--- src/rtl/seg_pkg.sv ---
// Shared constants, converter state encoding and the double-dabble adjust step
// for the multiplexed 4-digit display driver.
package seg_pkg;

  localparam int NDIG  = 4;
  localparam int BIN_W = 14;
  localparam int BCD_W = 16;

  localparam logic [3:0]       DASH_CODE = 4'hA;
  localparam logic [BIN_W-1:0] MAX_VAL   = 14'd9999;

  // One double-dabble iteration per input bit; counter stops on the last one.
  localparam logic [3:0] LAST_ITER = 4'(BIN_W - 1);

  typedef enum logic [1:0] {
    ST_IDLE   = 2'd0,
    ST_SHIFT  = 2'd1,
    ST_COMMIT = 2'd2
  } conv_state_e;

  // Add 3 to every BCD nibble that is 5 or more, so the following left shift
  // carries correctly into the next decimal digit.
  function automatic logic [BCD_W-1:0] dd_adjust(input logic [BCD_W-1:0] bcd);
    logic [BCD_W-1:0] r;
    r = bcd;
    for (int i = 0; i < NDIG; i++) begin
      if (bcd[4*i +: 4] >= 4'd5) r[4*i +: 4] = bcd[4*i +: 4] + 4'd3;
    end
    return r;
  endfunction

endpackage

--- src/rtl/seg_scan_if.sv ---
// Load/busy handshake plus the digit-code and digit-select outputs of the
// display scanner, bundled for connection between producer and scanner.
interface seg_scan_if;
  import seg_pkg::*;

  logic [BIN_W-1:0] bin_in;
  logic             load;
  logic             busy;
  logic [3:0]       num;
  logic [NDIG-1:0]  dig_sel;

  modport master (output bin_in, output load, input busy, input num, input dig_sel);
  modport slave  (input bin_in, input load, output busy, output num, output dig_sel);

endinterface

--- src/rtl/bin2bcd_seq.sv ---
// Sequential double-dabble converter: 14-bit binary to four BCD digits in
// 14 shift cycles, with a one-cycle commit strobe and an out-of-range flag.
module bin2bcd_seq
  import seg_pkg::*;
(
  input  logic             clk,
  input  logic             rst,
  input  logic             start,
  input  logic [BIN_W-1:0] bin,
  output logic             busy,
  output logic             done,
  output logic             ovf,
  output logic [BCD_W-1:0] bcd
);

  conv_state_e      state_q, state_d;
  logic [3:0]       cnt_q, cnt_d;
  logic [BCD_W-1:0] bcd_q, bcd_d;
  logic [BIN_W-1:0] bin_q, bin_d;
  logic             ovf_q, ovf_d;
  logic [BCD_W-1:0] adj;

  // NOTE: every output of this block gets a default first, so no path can
  // leave a variable unassigned and infer a latch.
  always_comb begin
    state_d = state_q;
    cnt_d   = cnt_q;
    bcd_d   = bcd_q;
    bin_d   = bin_q;
    ovf_d   = ovf_q;
    done    = 1'b0;
    adj     = dd_adjust(bcd_q);

    case (state_q)
      ST_IDLE: begin
        if (start) begin
          bin_d = bin;
          bcd_d = '0;
          cnt_d = '0;
          if (bin > MAX_VAL) begin
            ovf_d   = 1'b1;
            state_d = ST_COMMIT;
          end else begin
            ovf_d   = 1'b0;
            state_d = ST_SHIFT;
          end
        end
      end
      ST_SHIFT: begin
        bcd_d = {adj[BCD_W-2:0], bin_q[BIN_W-1]};
        bin_d = {bin_q[BIN_W-2:0], 1'b0};
        cnt_d = cnt_q + 4'd1;
        if (cnt_q == LAST_ITER) state_d = ST_COMMIT;
      end
      ST_COMMIT: begin
        done    = 1'b1;
        state_d = ST_IDLE;
      end
      default: state_d = ST_IDLE;
    endcase
  end

  // NOTE: state registers use non-blocking assignments so every flop samples
  // the pre-edge value of every other flop.
  always_ff @(posedge clk) begin
    if (rst) begin
      state_q <= ST_IDLE;
      cnt_q   <= '0;
      bcd_q   <= '0;
      bin_q   <= '0;
      ovf_q   <= 1'b0;
    end else begin
      state_q <= state_d;
      cnt_q   <= cnt_d;
      bcd_q   <= bcd_d;
      bin_q   <= bin_d;
      ovf_q   <= ovf_d;
    end
  end

  assign busy = (state_q != ST_IDLE);
  assign bcd  = bcd_q;
  assign ovf  = ovf_q;

endmodule

--- src/rtl/seg_scan.sv ---
// Display scanner: holds the committed digits, cycles the four digit slots
// on a free-running prescaler and drives registered num / dig_sel.
module seg_scan
  import seg_pkg::*;
#(
  parameter int SCAN_DIV = 50000,
  parameter bit LZ_BLANK = 1'b1
) (
  input  logic       clk,
  input  logic       rst,
  seg_scan_if.slave  bus
);

  localparam int            PW         = $clog2(SCAN_DIV);
  localparam logic [PW-1:0] PRESC_LAST = PW'(SCAN_DIV - 1);

  logic             conv_busy, conv_done, conv_ovf;
  logic [BCD_W-1:0] conv_bcd;

  logic [PW-1:0]    presc_q, presc_d;
  logic [1:0]       idx_q, idx_d;
  logic [BCD_W-1:0] digits_q, digits_d;
  logic             ovf_q, ovf_d;
  logic [3:0]       num_q, num_d;
  logic [NDIG-1:0]  dig_sel_q, dig_sel_d;
  logic [NDIG-1:0]  blank;

  bin2bcd_seq u_conv (
    .clk   (clk),
    .rst   (rst),
    .start (bus.load),
    .bin   (bus.bin_in),
    .busy  (conv_busy),
    .done  (conv_done),
    .ovf   (conv_ovf),
    .bcd   (conv_bcd)
  );

  // Slot i is blanked when it and every digit above it are zero.
  always_comb begin
    logic zero_run;
    zero_run = 1'b1;
    blank    = '0;
    for (int i = NDIG - 1; i >= 1; i--) begin
      zero_run = zero_run && (digits_q[4*i +: 4] == 4'd0);
      blank[i] = LZ_BLANK && !ovf_q && zero_run;
    end
  end

  always_comb begin
    logic [NDIG-1:0] one_hot;
    presc_d  = (presc_q == PRESC_LAST) ? '0 : presc_q + 1'b1;
    idx_d    = (presc_q == PRESC_LAST) ? idx_q + 2'd1 : idx_q;
    digits_d = conv_done ? conv_bcd : digits_q;
    ovf_d    = conv_done ? conv_ovf : ovf_q;

    one_hot   = 4'b0001 << idx_q;
    num_d     = ovf_q ? DASH_CODE : digits_q[{idx_q, 2'b00} +: 4];
    dig_sel_d = blank[idx_q] ? 4'b1111 : ~one_hot;
  end

  always_ff @(posedge clk) begin
    if (rst) begin
      presc_q   <= '0;
      idx_q     <= '0;
      digits_q  <= '0;
      ovf_q     <= 1'b0;
      num_q     <= 4'h0;
      dig_sel_q <= 4'b1110;
    end else begin
      presc_q   <= presc_d;
      idx_q     <= idx_d;
      digits_q  <= digits_d;
      ovf_q     <= ovf_d;
      num_q     <= num_d;
      dig_sel_q <= dig_sel_d;
    end
  end

  assign bus.busy    = conv_busy;
  assign bus.num     = num_q;
  assign bus.dig_sel = dig_sel_q;

endmodule

--- src/flat_wrapper.sv ---
// flat-port wrapper written by rule: the top's interface ports become plain ports
module seg_scan_flat import seg_pkg::*;
#(
  parameter int SCAN_DIV = 50000,
  parameter bit LZ_BLANK = 1'b1
)
  (clk, rst, bus_bin_in, bus_load, bus_busy, bus_num, bus_dig_sel);
  seg_scan_if bus_i ();
  input  logic clk;
  input  logic rst;
  input wire logic [$bits(bus_i.bin_in)-1:0] bus_bin_in;
  input wire logic [$bits(bus_i.load)-1:0] bus_load;
  output wire logic [$bits(bus_i.busy)-1:0] bus_busy;
  output wire logic [$bits(bus_i.num)-1:0] bus_num;
  output wire logic [$bits(bus_i.dig_sel)-1:0] bus_dig_sel;
  assign bus_i.bin_in = bus_bin_in;
  assign bus_i.load = bus_load;
  assign bus_busy = bus_i.busy;
  assign bus_num = bus_i.num;
  assign bus_dig_sel = bus_i.dig_sel;
  seg_scan #(.SCAN_DIV(SCAN_DIV), .LZ_BLANK(LZ_BLANK)) u_core (.clk(clk), .rst(rst), .bus(bus_i));
endmodule
--- config.mk ---
export PLATFORM = sky130hd
export DESIGN_NAME = seg_scan_flat
export DESIGN_NICKNAME = d
export VERILOG_FILES = /design/src/rtl/seg_pkg.sv /design/src/rtl/seg_scan_if.sv /design/src/rtl/bin2bcd_seq.sv /design/src/rtl/seg_scan.sv /design/src/flat_wrapper.sv
export SDC_FILE = /design/constraint.sdc
export NUM_CORES = 1
export LEC_CHECK = 0
export ABC_AREA = 1
export ABC_CLOCK_PERIOD_IN_PS = 1700
export CAP_MARGIN = 20
export CORE_MARGIN = 3
export CORE_UTILIZATION = 46
export DETAILED_ROUTE_END_ITERATION = 10
export PLACE_DENSITY = 0.72
export SYNTH_ARGS = -nofsm -noshare
export SYNTH_HDL_FRONTEND = slang
export SYNTH_SLANG_ARGS = --single-unit
--- constraint.sdc ---
create_clock -name clk -period 1.7 [get_ports clk]
set_input_delay 0.34 -clock clk [delete_from_list [all_inputs] [get_ports clk]]
set_output_delay 0.34 -clock clk [all_outputs]
set_load 0.01 [all_outputs]
==> qor.txt <==
OUTCOME
--------------------------------------------------------------------------------------------------------
Run status                                                                                  complete, no violations

ROUTE
--------------------------------------------------------------------------------------------------------
Routed length per placed instance                                                                11.1 µm
Residual DRC                                                                                           0
Final ANT Viol Nets                                                                                    0
Initial DRC Count                                                                                    192
Vias post-DR                                                                                       3,339
Detail-routed via count per cell                                                                    5.07
Total wire length after detailed routing                                                         7320 µm
Count of TritonRoute iterations in the first routing pass                                              5

PLACED DESIGN
--------------------------------------------------------------------------------------------------------
Port Buffer Count                                                                                     25
Routability cong.                                                                                  0.880
Area after detailed placement                                                                   4150 µm²
DP HPWL                                                                                          5140 µm

PWR
--------------------------------------------------------------------------------------------------------
VDD IR-drop max                                                                                 0.369 mV
Pwr Total                                                                                      0.00360 W
Total net switching power                                                                     0.000930 W
Proportion of power drawn by flip-flops and latches                                                55.5%
Leakage power of the design                                                                      1.68 nW
Internal cell power                                                                            0.00267 W
Comb power frac                                                                                    10.3%
Sw Ratio                                                                                           25.8%
Power per standard cell area                                                                  833 nW/µm²
Portion of total power attributed to the clock network                                             34.1%

SYNTH
--------------------------------------------------------------------------------------------------------
Dominant cells by area after synthesis                                                      sky130_fd_sc_hd__dfxtp_1 (43%), sky130_fd_sc_hd__nand2_1 (14%), sky130_fd_sc_hd__a21oi_1 (6.7%)
Most frequently used cell type in the post-synthesis netlist                                sky130_fd_sc_hd__nand2_1
Share of the synthesized area in the top cell type                                                 42.8%
Number of instances in the synthesized netlist                                                       523
Share of flip-flops with an asynchronous set or reset                                                 0%
Ys Warns                                                                                               0
Number of library cell types mapped by synthesis                                                      30
Fraction of the yosys area taken by sequential cells                                               42.8%
Syn_nets                                                                                             555
Primary FF master, synth                                                                    sky130_fd_sc_hd__dfxtp_1
Syn_area_per_cell                                                                               7.15 µm²
Number of synthesized register bits                                                                   80
EDFF count, synth                                                                                      0
Most common library cells after synthesis                                                   sky130_fd_sc_hd__nand2_1 (141), sky130_fd_sc_hd__dfxtp_1 (80), sky130_fd_sc_hd__inv_1 (55)
Mapped Area                                                                                     3740 µm²
Largest area contributor in the synthesized netlist                                         sky130_fd_sc_hd__dfxtp_1

FINAL LAYOUT
--------------------------------------------------------------------------------------------------------
Post-route cell area                                                                            4330 µm²
Fraction of final layout cells sized beyond drive strength 1                                       7.18%
Number of nets at the end of the flow                                                                584
Inserted Diodes                                                                                        0
Layout overhead on the synthesized area                                                            15.7%

FLOORPLAN
--------------------------------------------------------------------------------------------------------
Initial Utilization                                                                                47.9%
Chip Width                                                                                       96.2 µm
Area enclosed by the die boundary                                                               9250 µm²
Die height                                                                                       96.2 µm
Total I/O pin count                                                                                   26
Floorplan core area                                                                             7810 µm²
Number of cell rows                                                                                   32

WORST SETUP PATH
--------------------------------------------------------------------------------------------------------
Type of the setup path with the least slack                                                   reg -> out
Worst path top cell family by delay                                                         buffers and inverters
Critical path launch point type                                                                flip-flop
Worst R2R Setup Slack                                                                            0.26 ns
Critical Path Sink Type                                                                       output pin
Critical R2R Capture                                                                        u_core.presc_q[9]$_SDFF_PP0_
Crit path max-delay cell type                                                               sky130_fd_sc_hd__clkdlybuf4s50_1
Reg2Reg Launch Point                                                                        u_core.presc_q[0]$_SDFF_PP0_
Endpoint arrival time on the critical path                                                       1.19 ns
Sequence of cells on the critical path                                                      clkdlybuf4s50_1
Worst-path fanout max                                                                                  1
Worst path bufs/invs                                                                                   1
Maximum single-stage delay on the critical path                                                  0.52 ns
Required arrival time at the worst endpoint                                                      1.36 ns
Logic depth of the worst register-to-register path                                                     6

CLOCK TREE
--------------------------------------------------------------------------------------------------------
Post-cts gate resize count                                                                             5
Root Driver                                                                                 sky130_fd_sc_hd__clkbuf_8
Maximum root-to-sink buffer count                                                                      2
Post-CTS clock slew at the launch and capture registers of the worst setup and hold paths        0.08 ns
TritonCTS Sinks                                                                                       80
Insertion delay of the later-clocked pin in the worst-skew pair                                  0.35 ns
Number of buffers added by the clock tree synthesis step                                               9
Number of buffers added for setup after CTS                                                            0
Number of levels the H-tree was split into                                                             3
Hold bufs inserted after CTS                                                                           0
TritonCTS clock tree                                                                               built

JOB
--------------------------------------------------------------------------------------------------------
Count of maximum capacitance violations                                                                0

TIMING
--------------------------------------------------------------------------------------------------------
Setup repair after global routing missed its margin                                                false
# setup viols final                                                                                    0
Clock skew after layout                                                                       0.00961 ns
Slew at the pin closest to its max-slew limit                                                   0.340 ns
Max_slew headroom                                                                                  77.3%
Clock period minus worst slack                                                                   1.53 ns
Endpoints failing hold                                                                                 0
Max-slew violations                                                                                    0
Final total negative setup slack                                                                    0 ns
Portion of the clock cycle consumed by the worst path in the final layout                          89.7%
Hold slack final                                                                                0.457 ns
F_max                                                                                          0.655 GHz

GRT
--------------------------------------------------------------------------------------------------------
Via count of the first global-routing pass                                                         3,049
Total Routing Usage GR                                                                             17.3%
Maximum number of pins on one net before global-route repair                                          35
Antenna violations before repair                                                                       0
Global-route congestion overflow total                                                                 0
First-pass GRT wire length                                                                     12,800 µm

MIN PATH
--------------------------------------------------------------------------------------------------------
End of the worst hold path                                                                  u_core.ovf_q$_SDFFE_PP0N_
Hold path depth                                                                                        2
Start point of the worst hold path                                                          u_core.u_conv.ovf$_SDFFE_PP0P_
Kind of path behind the tightest hold check                                                   reg -> reg

## per-layer routing
metal  vias up  wire [µm]  share of wire, %  track usage [%]
met2        59       3300                45             27.9
met4         0         51              0.70             4.86
met5         -          0                 0                0
li1       1763          -                 -                -
met1      1512       3640                50             22.0
met3         5        339               4.6             5.79
## power groups by stage
| stage | sequential, W | clock [W] | combinational, W |
|---|---|---|---|
| after global placement | 0.00204 | 0 | 0.000371 |
| after global routing | 0.00201 | 0.00133 | 0.000422 |
| after CTS | 0.00200 | 0.00129 | 0.000375 |
| final | 0.00200 | 0.00123 | 0.000372 |
| after detailed placement | 0.00204 | 0 | 0.000376 |
| after floorplan | 0.00203 | 0 | 0.000242 |
## worst max path at each step
| stage | start | endpoint | slack (ns) | cells after the start |
|---|---|---|---|---|
| final | u_core.bus.dig_sel[0]$_SDFF_PP0_ | bus_dig_sel[0] | 0.17 | 1 |
| after global routing | u_core.presc_q[0]$_SDFF_PP0_ | u_core.presc_q[9]$_SDFF_PP0_ | 0.08 | 6 |
| after CTS | u_core.bus.dig_sel[0]$_SDFF_PP0_ | bus_dig_sel[0] | 0.14 | 1 |
| after detailed placement | bus_load | u_core.u_conv.bin_q[13]$_SDFFE_PP0P_ | 0.13 | 9 |
| after global placement | bus_load | u_core.u_conv.bin_q[13]$_SDFFE_PP0P_ | 0.15 | 9 |
| after floorplan | u_core.presc_q[0]$_SDFF_PP0_ | u_core.presc_q[11]$_SDFF_PP0_ | 0.31 | 7 |
## cell type report
type	instances	area, µm²
Clock buffer	10	138
Clock inverter	6	35.0
Inverter	60	225
Fill cell	735	3480
Sequential cell	80	1610
Timing Repair Buffer	36	369
Multi-Input combinational cell	365	1820
Tap cell	102	128
## through the flow
stage               util [%]  instances  worst slack (ns)
detailed placement      53.1        643             0.132
floorplan                  -        523             0.311
global route            55.4        659            0.0761
CTS                     55.4        659             0.145
finish                  55.4        659             0.174
global placement        53.1        643             0.148
## cells in the final DEF, fill, tap and decap left out, types with 4 or more instances in the layout
master,Yosys,routed
sky130_fd_sc_hd__xor2_1,4,4
sky130_fd_sc_hd__inv_1,55,55
sky130_fd_sc_hd__ha_1,15,15
sky130_fd_sc_hd__inv_2,4,4
sky130_fd_sc_hd__clkbuf_8,0,10
sky130_fd_sc_hd__a21oi_1,50,50
sky130_fd_sc_hd__o211ai_1,6,6
sky130_fd_sc_hd__clkinv_2,0,4
sky130_fd_sc_hd__nand3_1,38,38
sky130_fd_sc_hd__clkdlybuf4s50_1,0,24
sky130_fd_sc_hd__buf_4,0,8
sky130_fd_sc_hd__nand2_1,141,141
sky130_fd_sc_hd__a31oi_1,12,12
sky130_fd_sc_hd__nor2_1,38,38
sky130_fd_sc_hd__dfxtp_1,80,78
sky130_fd_sc_hd__nand4_1,15,15
sky130_fd_sc_hd__o21ai_0,30,30
## state kept, by name, summed over array words and instances (netlist names), 4 cells and up
| name | flops |
|---|---|
| u_core.digits_q | 16 |
| u_core.presc_q | 16 |
| u_core.u_conv.bcd | 16 |
| u_core.u_conv.bin_q | 14 |
| u_core.bus.dig_sel | 4 |
| u_core.bus.num | 4 |
| u_core.u_conv.cnt_q | 4 |
## kinds of logic after synthesis
group           after synthesis  share of synthesized area, %
flops                        80                          42.8
buf+inv                      78                          8.46
simple gates                244                          28.0
compound gates              100                          14.3
fa+ha+maj                    15                          5.02
xor+xnor                      6                          1.41
(Power assumes the default switching activity.)
